--- config.mk ---
export PLATFORM = sky130hd
export DESIGN_NAME = led_pattern_gen
export DESIGN_NICKNAME = d
export VERILOG_FILES = /design/src/rtl/led_pattern_pkg.sv /design/src/rtl/led_tick_gen.sv /design/src/rtl/led_pattern_gen.sv
export SDC_FILE = /design/constraint.sdc
export NUM_CORES = 1
export LEC_CHECK = 0
export BUFFER_PORTS_ARGS = -buffer_cell sky130_fd_sc_hd__clkbuf_2
export CORE_ASPECT_RATIO = 0.9
export CORE_MARGIN = 2
export CORE_UTILIZATION = 55
export DETAILED_ROUTE_END_ITERATION = 12
export HOLD_SLACK_MARGIN = 0.12
export PLACE_DENSITY_LB_ADDON = 0.2
export SYNTH_ARGS = -nofsm -noshare
export SYNTH_HDL_FRONTEND = slang
export SYNTH_HIERARCHICAL = 1
export SYNTH_SLANG_ARGS = --single-unit
--- constraint.sdc ---
create_clock -name sys_clk -period 7.7 [get_ports sys_clk]
set_input_delay 1.54 -clock sys_clk [delete_from_list [all_inputs] [get_ports sys_clk]]
set_output_delay 1.54 -clock sys_clk [all_outputs]
set_load 0.05 [all_outputs]
--- src/rtl/led_pattern_pkg.sv ---
// Shared encodings for the LED pattern generator: pattern modes, ping-pong
// direction and fill/drain phase.
package led_pattern_pkg;

  typedef enum logic [1:0] {
    MODE_ROL  = 2'b00,
    MODE_ROR  = 2'b01,
    MODE_PING = 2'b10,
    MODE_FILL = 2'b11
  } mode_e;

  typedef enum logic {
    DIR_LEFT  = 1'b0,
    DIR_RIGHT = 1'b1
  } dir_e;

  typedef enum logic {
    PHASE_FILL  = 1'b0,
    PHASE_DRAIN = 1'b1
  } phase_e;

endpackage

--- src/rtl/led_tick_gen.sv ---
// Step-period prescaler: counts enabled cycles and flags a tick once the count
// reaches the programmed period, then restarts from zero.
module led_tick_gen #(
  parameter int unsigned CNT_W = 24
) (
  input  logic             clk,
  input  logic             rst,
  input  logic             en,
  input  logic [CNT_W-1:0] period,
  input  logic             clr,
  output logic             tick
);

  logic [CNT_W-1:0] cnt_q;
  logic [CNT_W-1:0] cnt_d;

  // A >= compare makes a period lowered below the running count fire at once.
  assign tick = en && (cnt_q >= period);

  always_comb begin
    cnt_d = cnt_q;
    if (clr) begin
      cnt_d = '0;
    end else if (tick) begin
      cnt_d = '0;
    end else if (en) begin
      cnt_d = cnt_q + CNT_W'(1);
    end
  end

  always_ff @(posedge clk) begin
    if (rst) begin
      cnt_q <= '0;
    end else begin
      cnt_q <= cnt_d;
    end
  end

endmodule

--- src/rtl/led_pattern_gen.sv ---
// LED pattern generator: rotate-left, rotate-right, ping-pong and fill/drain
// patterns advanced by a programmable prescaler tick.
module led_pattern_gen
  import led_pattern_pkg::*;
#(
  parameter int unsigned LED_W = 8,
  parameter int unsigned CNT_W = 24
) (
  input  logic             sys_clk,
  input  logic             sys_rst,
  input  logic             en,
  input  logic [1:0]       mode,
  input  logic [CNT_W-1:0] period,
  output logic [LED_W-1:0] led_out,
  output logic             step
);

  mode_e            mode_in;
  mode_e            mode_q,  mode_d;
  dir_e             dir_q,   dir_d;
  phase_e           phase_q, phase_d;
  logic [LED_W-1:0] led_q,   led_d;
  logic             step_q,  step_d;
  logic             mode_chg_c;
  logic             tick_c;

  assign mode_in    = mode_e'(mode);
  assign mode_chg_c = (mode_in != mode_q);

  led_tick_gen #(
    .CNT_W (CNT_W)
  ) u_tick_gen (
    .clk    (sys_clk),
    .rst    (sys_rst),
    .en     (en),
    .period (period),
    .clr    (mode_chg_c),
    .tick   (tick_c)
  );

  // Mode change reseeds the pattern and swallows any coincident tick.
  always_comb begin
    mode_d  = mode_q;
    dir_d   = dir_q;
    phase_d = phase_q;
    led_d   = led_q;
    step_d  = 1'b0;
    if (mode_chg_c) begin
      mode_d  = mode_in;
      dir_d   = DIR_LEFT;
      phase_d = PHASE_FILL;
      led_d   = (mode_in == MODE_FILL) ? '0 : LED_W'(1);
    end else if (tick_c) begin
      step_d = 1'b1;
      case (mode_q)
        MODE_ROL: led_d = {led_q[LED_W-2:0], led_q[LED_W-1]};
        MODE_ROR: led_d = {led_q[0], led_q[LED_W-1:1]};
        MODE_PING: begin
          // Bounce at either end without repeating the end position.
          if (dir_q == DIR_LEFT) begin
            if (led_q[LED_W-1]) begin
              dir_d = DIR_RIGHT;
              led_d = {1'b0, led_q[LED_W-1:1]};
            end else begin
              led_d = {led_q[LED_W-2:0], 1'b0};
            end
          end else begin
            if (led_q[0]) begin
              dir_d = DIR_LEFT;
              led_d = {led_q[LED_W-2:0], 1'b0};
            end else begin
              led_d = {1'b0, led_q[LED_W-1:1]};
            end
          end
        end
        MODE_FILL: begin
          if (phase_q == PHASE_FILL) begin
            led_d = {led_q[LED_W-2:0], 1'b1};
            if (&led_d) phase_d = PHASE_DRAIN;
          end else begin
            led_d = {led_q[LED_W-2:0], 1'b0};
            if (led_d == '0) phase_d = PHASE_FILL;
          end
        end
        default: led_d = led_q;
      endcase
    end
  end

  always_ff @(posedge sys_clk) begin
    if (sys_rst) begin
      mode_q  <= MODE_ROL;
      dir_q   <= DIR_LEFT;
      phase_q <= PHASE_FILL;
      led_q   <= LED_W'(1);
      step_q  <= 1'b0;
    end else begin
      mode_q  <= mode_d;
      dir_q   <= dir_d;
      phase_q <= phase_d;
      led_q   <= led_d;
      step_q  <= step_d;
    end
  end

  assign led_out = led_q;
  assign step    = step_q;

endmodule
==> impl_metrics.env <==
export IMPL_crit_path_end_kind="flop"
export IMPL_cts_made_buffers=5
export IMPL_asyncSetResetFlopFracSynth=0
export IMPL_fin_skew_ns=0.0121
export IMPL_path_class="in -> reg"
export IMPL_ios=38
export IMPL_die_w_um=76.2
export IMPL_drt_first_iter_violations=142
export IMPL_drive_gt1_frac=0.147
export IMPL_clock_tree_root_cell="clkbuf_8"
export IMPL_count_of_buffers_added_by_post_cts_timing_repair_for_setup=0
export IMPL_globalRoute_busiestLayer="met2"
export IMPL_instances_no_fill=422
export IMPL_vdd_ir_drop_max_v=0.000126
export IMPL_slew_at_the_pin_closest_to_its_max_slew_limit_ns=0.766
export IMPL_clock_power_share=0.388
export IMPL_number_of_antenna_violations_at_the_first_check_in_global_routing=0
export IMPL_report_final_setup_viol=0
export IMPL_drt_vias_per_instance=5.47
export IMPL_dpl_hpwl_mm=4.07
export IMPL_global_route_usage_met2=0.382
export IMPL_crit_fanout=17
export IMPL_power_switching_uw=96.5
export IMPL_syn_area_um2=2580
export IMPL_worst_skew_pair_late_latency_ns=0.29
export IMPL_finalSetupTns_ns=0
export IMPL_slew_headroom=0.485
export IMPL_floorplan_die_height_um=68.9
export IMPL_num_clock_sinks=37
export IMPL_clk_transition_reported_paths_ns=0.08
export IMPL_ys_seq_area_frac=0.287
export IMPL_power_share_switching=0.249
export IMPL_internal_power_uw=291
export IMPL_hp_class="reg -> reg"
export IMPL_synth_enable_flop_cells=0
export IMPL_synthesis_instances=328
export IMPL_grt_overflow_total=0
export IMPL_max_freq_ghz=0.256
export IMPL_met3_usage=0.0404
export IMPL_run_status="finished clean"
export IMPL_core_um2=4490
export IMPL_holdBufCountCts=0
export IMPL_drt_total_wl_mm=5.39
export IMPL_firstDrtPassIters=4
export IMPL_wire_per_inst_um=12.8
export IMPL_cts_tree="built"
export IMPL_dp_cells=414
export IMPL_rsz_0062_raised_after_global_routing="false"
export IMPL_unique_cell_type_count_in_the_yosys_netlist=54
export IMPL_full_die_area_um2=5250
export IMPL_grtUsageTotal=0.224
export IMPL_hold_violations=0
export IMPL_share_seq_of_total_power=0.508
export IMPL_grt_start_max_net_pins=20
export IMPL_ys_dominant_reg_cell="dfxtp_1"
export IMPL_fraction_of_met1_tracks_used_by_global_routing=0.300
export IMPL_post_cts_resized=0
export IMPL_area_growth_syn_to_layout_pct=10.9
export IMPL_routabilityCongestion=0.891
export IMPL_synth_seq_cells=37
export IMPL_report_final_slew_viol_count=0
export IMPL_worst_ep_arrival_time_ns=4.12
export IMPL_p_leak_uw=0.00120
export IMPL_layout_nets=413
export IMPL_first_pass_grt_wire_length_mm=9.59
export IMPL_insertedDiodeCount=0
export IMPL_syn_num_nets=382
export IMPL_syn_avg_cell_area_um2=7.86
export IMPL_floorplan_initialDensity=0.574
export IMPL_timing_max_cap_violations=0
export IMPL_fin_crit_ns=3.90
export IMPL_critPathLaunchType="input port"
export IMPL_route_vias_total=2308
export IMPL_cts_buffer_depth=2
export IMPL_grt_pass1_vias=2159
export IMPL_combPwrFrac=0.104
export IMPL_power_density_nw_per_um2=136
export IMPL_ys_warnings_count=6
export IMPL_num_rows=23
export IMPL_cp_required_ns=7.92
export IMPL_htree_num_levels=2
export IMPL_detail_route_antenna_nets=0
export IMPL_finalCritPeriodShare=0.507
export IMPL_port_buffers=37
export IMPL_drc=0
==> stage by stage <==
step / instance area [um2] / util / hold WS, ns / total power (uW) / setup slack, ns
2_1_floorplan: 2580 / - / 0.483 / 231 / 3.69
3_3_place_gp: 2760 / 0.614 / 0.510 / 241 / 3.63
3_5_place_dp: 2760 / 0.614 / 0.511 / 242 / 3.54
4_1_cts: 2860 / 0.637 / 0.530 / 392 / 3.79
5_1_grt: 2860 / 0.637 / 0.550 / 407 / 3.55
6_report: 2860 / 0.637 / 0.533 / 387 / 3.80
==> final cells by class <==
| class | instances | area [um2] |
|---|---|---|
| multi-input cells | 248 | 1640 |
| flip-flops and latches | 37 | 741 |
| clock inverters | 1 | 5.00 |
| clock buffers | 7 | 96.3 |
| repair buffers | 38 | 193 |
| well taps | 62 | 77.6 |
| fillers | 427 | 1630 |
| inverters | 29 | 109 |
==> worst paths after layout <==
kind | startpoint | endpoint | slack [ns] | cells past startpoint
worst min-delay path | u_tick_gen/cnt_q[0]$_SDFFE_PP0P_ | u_tick_gen/cnt_q[0]$_SDFFE_PP0P_ | 0.53 | 2
worst max-delay path | period[23] | led_out[0]$_SDFFE_PP1P_ | 3.80 | 13
worst min register to register | u_tick_gen/cnt_q[0]$_SDFFE_PP0P_ | u_tick_gen/cnt_q[0]$_SDFFE_PP0P_ | 0.53 | 2
worst max register to register | u_tick_gen/cnt_q[21]$_SDFFE_PP0P_ | led_out[0]$_SDFFE_PP1P_ | 4.80 | 11
==> metal layers <==
layer	wire length, um	share of wire
met1	2720	0.50
met2	2410	0.45
met3	241	0.045
met4	24	0.0045
met5	0	0
==> synth_stat cells (all sizes together), types with 3 or more instances <==
cell type | count | area [um2]
clkbuf | 5 | 18.8
buf | 9 | 71.3
nand3 | 19 | 95.1
xnor2 | 8 | 70.1
and4 | 3 | 28.8
nor2b | 12 | 75.1
inv | 29 | 109
nand2b | 7 | 43.8
and3 | 4 | 25.0
xor2 | 11 | 96.3
dfxtp | 37 | 741
o21ai | 17 | 85.1
ha | 25 | 313
nand2 | 20 | 75.1
a21oi | 20 | 111
nor3 | 7 | 40.0
nand4 | 10 | 62.6
a311oi | 4 | 35.0
a211o | 5 | 43.8
nor2 | 39 | 146
==> logic make-up (layout without fill, tap and decap cells) <==
group	Yosys count	in the layout	synth area share
compound gates	69	69	0.179
xor+xnor	19	19	0.0646
fa+ha+maj	25	25	0.121
buf+inv	43	75	0.0772
flops	37	37	0.287
mux	1	1	0.00437
simple gates	134	134	0.266
==> worst max-delay path, cell delays in order <==
cell      delay (ns)
clkbuf_2        0.07
inv_1           0.04
ha_1            0.30
nand4_1         0.13
or4_1           0.58
nand2b_1        0.19
and4_4          0.22
a21boi_0        0.19
buf_4           0.24
inv_1           0.12
o211ai_1        0.17
o311ai_0        0.14
o21ai_0         0.18
==> power by group through the flow <==
stage	combinational (uW)	clock [uW]	sequential, uW
2_1_floorplan	30.6	0	200
3_5_place_dp	40.4	0	201
5_1_grt	46.7	162	197
3_3_place_gp	39.4	0	201
4_1_cts	40.6	154	197
6_report	40.3	150	197
==> flip-flops by register name (all words and copies together) (netlist names) <==
signal            flops
dir_q                 1
led_out               8
mode_q                2
phase_q               1
u_tick_gen/cnt_q     24
step                  1
==> layout by cell type (no fill, tap or decap), drive strengths merged, types with 5 or more instances in the layout <==
cell type  instances
nand3             19
o21ai             17
ha                25
inv               29
clkbuf            44
a21oi             20
nand2b             7
nor3               7
nor2              39
xnor2              8
xor2              11
nand2             20
a211o              5
nor2b             12
nand4             10
dfxtp             37
(Power assumes the default switching activity.)
